==> src/rtl/s2m_fifo_drain_if.sv <==
// s2m_fifo_drain_if: PE FIFO read side plus master-memory write port of the s2m drain.
interface s2m_fifo_drain_if #(
  parameter int NUM_PE    = 4,
  parameter int DEPTH_PE  = 2,
  parameter int WIDTH_D   = 16,
  parameter int DEPTH_V_F = 16
);
  logic [NUM_PE-1:0]                     fifo_req_r;
  logic [NUM_PE-1:0]                     fifo_valid;
  logic [NUM_PE*(WIDTH_D+DEPTH_V_F)-1:0] fifo_r_data;
  logic                                  out_valid;
  logic                                  out_ready;
  logic [DEPTH_V_F-1:0]                  out_addr;
  logic [WIDTH_D-1:0]                    out_data;
  logic [DEPTH_PE-1:0]                   out_core;
  modport master (
    output fifo_req_r, out_valid, out_addr, out_data, out_core,
    input  fifo_valid, fifo_r_data, out_ready
  );
  modport slave (
    input  fifo_req_r, out_valid, out_addr, out_data, out_core,
    output fifo_valid, fifo_r_data, out_ready
  );
endinterface

==> src/rtl/s2m_fifo_drain.sv <==
// s2m_fifo_drain: round-robin reader of per-PE s2m FIFOs feeding a valid/ready write port.
module s2m_fifo_drain #(
  parameter int NUM_PE      = 4,
  parameter int DEPTH_PE    = 2,
  parameter int WIDTH_D     = 16,
  parameter int DEPTH_V_F   = 16,
  parameter int WAIT_CYCLES = 4
) (
  input logic              clk,
  input logic              reset,
  s2m_fifo_drain_if.master bus
);
  localparam int W = WIDTH_D + DEPTH_V_F;
  typedef enum logic [1:0] {SCAN, WAIT, OUT} state_t;
  state_t               state_q, state_d;
  logic [DEPTH_PE-1:0]  ptr_q, ptr_d, ptr_nxt;
  logic [7:0]           cnt_q, cnt_d;
  logic [NUM_PE-1:0]    req_q, req_d;
  logic                 valid_q, valid_d;
  logic [DEPTH_V_F-1:0] addr_q, addr_d;
  logic [WIDTH_D-1:0]   data_q, data_d;
  logic [DEPTH_PE-1:0]  core_q, core_d;
  logic [W-1:0]         entry;
  logic                 hit, timeout;
  assign entry   = bus.fifo_r_data[ptr_q*W +: W];
  assign hit     = bus.fifo_valid[ptr_q];
  assign timeout = cnt_q == 8'(WAIT_CYCLES - 1);
  assign ptr_nxt = (ptr_q == DEPTH_PE'(NUM_PE - 1)) ? '0 : ptr_q + DEPTH_PE'(1);
  always_ff @(posedge clk) begin
    if (reset) begin
      state_q <= SCAN;
      ptr_q   <= '0;
      cnt_q   <= '0;
      req_q   <= '0;
      valid_q <= 1'b0;
      addr_q  <= '0;
      data_q  <= '0;
      core_q  <= '0;
    end else begin
      state_q <= state_d;
      ptr_q   <= ptr_d;
      cnt_q   <= cnt_d;
      req_q   <= req_d;
      valid_q <= valid_d;
      addr_q  <= addr_d;
      data_q  <= data_d;
      core_q  <= core_d;
    end
  end
  always_comb begin
    state_d = state_q;
    case (state_q)
      SCAN:    state_d = WAIT;
      WAIT:    state_d = hit ? OUT : timeout ? SCAN : WAIT;
      OUT:     state_d = bus.out_ready ? SCAN : OUT;
      default: state_d = SCAN;
    endcase
  end
  // req is only set from SCAN, so it drops after the first WAIT cycle by default
  always_comb begin
    req_d   = '0;
    ptr_d   = ptr_q;
    cnt_d   = cnt_q;
    valid_d = valid_q;
    addr_d  = addr_q;
    data_d  = data_q;
    core_d  = core_q;
    if (state_q == SCAN) begin
      req_d = NUM_PE'(1) << ptr_q;
      cnt_d = '0;
    end
    if (state_q == WAIT) begin
      if (hit) begin
        valid_d = 1'b1;
        addr_d  = entry[W-1:WIDTH_D];
        data_d  = entry[WIDTH_D-1:0];
        core_d  = ptr_q;
      end else if (timeout) begin
        ptr_d = ptr_nxt;
      end else begin
        cnt_d = cnt_q + 8'd1;
      end
    end
    if (state_q == OUT && bus.out_ready) begin
      valid_d = 1'b0;
      ptr_d   = ptr_nxt;
    end
  end
  assign bus.fifo_req_r = req_q;
  assign bus.out_valid  = valid_q;
  assign bus.out_addr   = addr_q;
  assign bus.out_data   = data_q;
  assign bus.out_core   = core_q;
endmodule
==> src/flat_wrapper.sv <==
// flat-port wrapper written by rule: the top's interface ports become plain ports
module s2m_fifo_drain_flat 
#(
  parameter int NUM_PE      = 4,
  parameter int DEPTH_PE    = 2,
  parameter int WIDTH_D     = 16,
  parameter int DEPTH_V_F   = 16,
  parameter int WAIT_CYCLES = 4
)
  (clk, reset, bus_fifo_req_r, bus_out_valid, bus_out_addr, bus_out_data, bus_out_core, bus_fifo_valid, bus_fifo_r_data, bus_out_ready);
  s2m_fifo_drain_if #(.NUM_PE(NUM_PE), .DEPTH_PE(DEPTH_PE), .WIDTH_D(WIDTH_D), .DEPTH_V_F(DEPTH_V_F)) bus_i ();
  input logic clk;
  input logic reset;
  output wire logic [$bits(bus_i.fifo_req_r)-1:0] bus_fifo_req_r;
  output wire logic [$bits(bus_i.out_valid)-1:0] bus_out_valid;
  output wire logic [$bits(bus_i.out_addr)-1:0] bus_out_addr;
  output wire logic [$bits(bus_i.out_data)-1:0] bus_out_data;
  output wire logic [$bits(bus_i.out_core)-1:0] bus_out_core;
  input wire logic [$bits(bus_i.fifo_valid)-1:0] bus_fifo_valid;
  input wire logic [$bits(bus_i.fifo_r_data)-1:0] bus_fifo_r_data;
  input wire logic [$bits(bus_i.out_ready)-1:0] bus_out_ready;
  assign bus_fifo_req_r = bus_i.fifo_req_r;
  assign bus_out_valid = bus_i.out_valid;
  assign bus_out_addr = bus_i.out_addr;
  assign bus_out_data = bus_i.out_data;
  assign bus_out_core = bus_i.out_core;
  assign bus_i.fifo_valid = bus_fifo_valid;
  assign bus_i.fifo_r_data = bus_fifo_r_data;
  assign bus_i.out_ready = bus_out_ready;
  s2m_fifo_drain #(.NUM_PE(NUM_PE), .DEPTH_PE(DEPTH_PE), .WIDTH_D(WIDTH_D), .DEPTH_V_F(DEPTH_V_F), .WAIT_CYCLES(WAIT_CYCLES)) u_core (.clk(clk), .reset(reset), .bus(bus_i));
endmodule
==> config.mk <==
export PLATFORM = sky130hd
export DESIGN_NAME = s2m_fifo_drain_flat
export DESIGN_NICKNAME = d
export VERILOG_FILES = /design/src/rtl/s2m_fifo_drain_if.sv /design/src/rtl/s2m_fifo_drain.sv /design/src/flat_wrapper.sv
export SDC_FILE = /design/constraint.sdc
export NUM_CORES = 1
export LEC_CHECK = 0
export ABC_AREA = 1
export CORE_ASPECT_RATIO = 0.9
export CORE_UTILIZATION = 45
export CTS_CLUSTER_DIAMETER = 120
export DETAILED_ROUTE_END_ITERATION = 8
export DONT_BUFFER_PORTS = 1
export HOLD_SLACK_MARGIN = 0.06
export PLACE_DENSITY = 0.57
export SLEW_MARGIN = 25
export SYNTH_ARGS = -nofsm -noshare
export SYNTH_HDL_FRONTEND = slang
export SYNTH_SLANG_ARGS = --single-unit
==> constraint.sdc <==
create_clock -name clk -period 1.6 [get_ports clk]
set_input_delay 0.32 -clock clk [delete_from_list [all_inputs] [get_ports clk]]
set_output_delay 0.32 -clock clk [all_outputs]
set_load 0.005 [all_outputs]
==> flow_summary.ini <==
[run_status]
status = completed

[power_and_ir_drop]
seq_power_share = 0.529
ir_worst_vdd_mv = 0.376
power_frac_clock = 0.286
internal-power_mw = 1.89
powerDensity_nw_per_um2 = 884
p_leak_nw = 1.31
p_sw_frac = 0.321
fin_total_pwr_mw = 2.78
power_switching_mw = 0.892
p_comb_frac = 0.185

[floorplan]
die_h_um = 79.3
core_area_um2 = 6250
io-pin-count = 174
die-area_um2 = 6980
initial_core_util = 0.478
rows = 27
fp.dieW_um = 87.9

[synthesis]
synth-compound-area-share = 0.265
ys_types = 22
yosys_most_used_dff = dfxtp_1
synthXorXnorAreaFrac = 0
synth_area_leaders = dfxtp_1 (34%), nor2_1 (18%), o21ai_0 (18%), o22ai_1 (6.7%), nand2_1 (4.4%)
synthTopCellsByCount = nor2_1 (147), o21ai_0 (106), dfxtp_1 (51)
async_flop_share = 0
synthMuxAreaShare = 0
syn_nets = 603
synth_top_cell_area_share = 0.341
synth_adder_area_share = 0.00837
synth-warning-count = 0
ys_seq_area_frac = 0.341
synth_edf_count = 0
avgSynthCellArea_um2 = 6.42
syn_area_um2 = 2990
synthSimpleGateAreaFrac = 0.294
yosysTopAreaCell = dfxtp_1
yosysMostFrequentCell = nor2_1
syn_inst = 466
ys_seq_elements = 51
synth_top_family_by_area = simple AND/OR/NAND/NOR gates

[drt]
dr_wl_met2_um = 3820
num_vias = 2987
ant_nets = 0
met3_wirelength_um = 674
routed.top_layer = met4
drc_errors = 0
wl_met1_um = 3670
routed_wl_um = 8240
routedWlPerCell_um = 15.1
vias_per_cell = 5.49
drtIter0Drc = 196
first_pass_iters = 4

[clock_network]
cts_sinks = 51
root_buffer = clkbuf_8
cts_tree = yes
clkLatencyLatePin_ns = 0.31
post_cts_buffers = 0
numCtsBuffers = 5
ctsLongestPathBuffers = 2
htree_levels = 2
clkTransAtPathRegs_ns = 0.11

[worst_setup_path]
timing.critical_path.from_type = flip-flop
endpoint_kind = flip-flop
startpoint = u_core.ptr_q[1]
critPathSlowestCell = dfxtp_1
cp_data_required_time_ns = 1.85
critPathMaxFanout = 34
path_class = reg2reg
crit_top_cell = nor2_1
r2r_start = u_core.ptr_q[1]
arrival_ns = 1.66
r2r_setup_slack_ns = 0.18
path_cells = nand3_1 -> nand2_4 -> nor2_8 -> inv_4 -> nor2_1 -> nor2_1
cpPeakStageDelay_ns = 0.45

[placed_design]
dpl_cell_area_um2 = 3020
dp_cells = 534
dp_worst_setup_slack_ns = 0.146
gp_congestion = 0.856
dp_hpwl_um = 5900
portBuffers = 0

[timing]
final_hold_viol_count = 0
fin_setup_tns_ns = 0
min_period_over_period = 0.885
period_needed_ns = 1.42
slew_viol_final = 0
setup-violations-final = 0
whs_ns = 0.201
fmax_mhz = 706
tightestPinTransition_ns = 0.388
rsz0062_at_grt = no
final.setup.worst_slack_ns = 0.184
final.setup_skew_ns = 0.0100
slew_headroom = 0.741

[min_path]
min_path_type = in2reg
min_from = bus_out_ready

[grt]
grt_max_degree = 46
grt_pass1_vias = 2572
grt_first_pass_wirelength_um = 12400
overflow = 0
grt_usage = 0.231
antenna_found_initial = 0

[run]
drv_cap = 0

[final_layout]
nets = 593
fin_util = 0.504
syn_to_final_growth_pct = 5.23
drive_gt1_frac = 0.0875
layout.cells.non_filler = 544
diodes = 0
final_cell_area_um2 = 3150
==> worst max-delay path, delay by kind of cell (launching register included) <==
family / cells / cell delay, ns
buffers and inverters: 1 / 0.28
AND/OR/NAND/NOR: 5 / 0.60
flip-flops: 1 / 0.45
==> per-layer routing <==
layer  track usage  vias to the layer above
met3        0.0468                        5
li1              -                     1542
met4        0.0803                        0
met2         0.381                      127
met5             0                        -
met1         0.296                     1313
==> registers in the layout, indices dropped and copies added (netlist names) <==
register / count
u_core.bus.fifo_req_r: 4
u_core.bus.out_addr: 16
u_core.bus.out_core: 2
u_core.bus.out_data: 16
u_core.bus.out_valid: 1
u_core.cnt_q: 8
u_core.ptr_q: 2
u_core.state_q: 2
==> layout make-up <==
type	count	area, um2
Clock buffer	5	68.8
Timing Repair Buffer	16	138
Inverter	19	78.8
Multi-Input combinational cell	363	1700
Clock inverter	3	26.3
Fill cell	667	3100
Tap cell	87	109
Sequential cell	51	1020
==> power by group through the flow <==
stage,Clock [mW],Sequential [mW],Combinational [mW]
2_1_floorplan,0,1.47,0.427
3_3_place_gp,0,1.50,0.499
3_5_place_dp,0,1.50,0.509
4_1_cts,0.831,1.47,0.513
5_1_grt,0.876,1.49,0.588
6_report,0.794,1.47,0.515
==> final timing paths <==
check / endpoint / depth (start not counted)
worst max-delay path: u_core.bus.out_addr[8] / 6
worst min-delay path: u_core.state_q[1] / 2
worst max register to register: u_core.bus.out_addr[8] / 6
worst min register to register: u_core.bus.out_valid / 2
==> timing repair <==
item	4_1_cts	5_1_grt
endpoints found under the hold margin	2	1
gates resized for setup	0	1
endpoints found under the setup margin	0	3
hold buffers	1	1
==> kinds of logic (layout without fill, tap and decap cells) <==
kind of cell               after synthesis  count (layout)
AOI/OAI and AO/OA                      149             149
and+or+nand+nor                        212             212
buffers and inverters                   52              43
adders and majority gates                2               2
DFF                                     51              51
==> cells in the final DEF, fill, tap and decap left out <==
master,netlist,final
nor2_1,147,147
o21ai_0,106,106
dfxtp_1,51,50
nand2_1,35,35
o22ai_1,32,32
nand3_1,16,16
inv_1,14,14
buf_4,0,13
a21oi_1,9,9
nor2_2,6,6
clkbuf_8,0,5
inv_2,3,3
inv_6,1,3
nand4_1,3,3
a21oi_2,2,2
ha_1,2,2
dlygate4sd3_1,0,2
nand3_2,2,1
nand2_4,1,1
nor2_8,1,1
inv_4,1,1
nand3_4,0,1
nand3b_1,1,1
clkinv_4,0,1
buf_12,0,1
dfxtp_2,0,1
(Power assumes the default switching activity.)
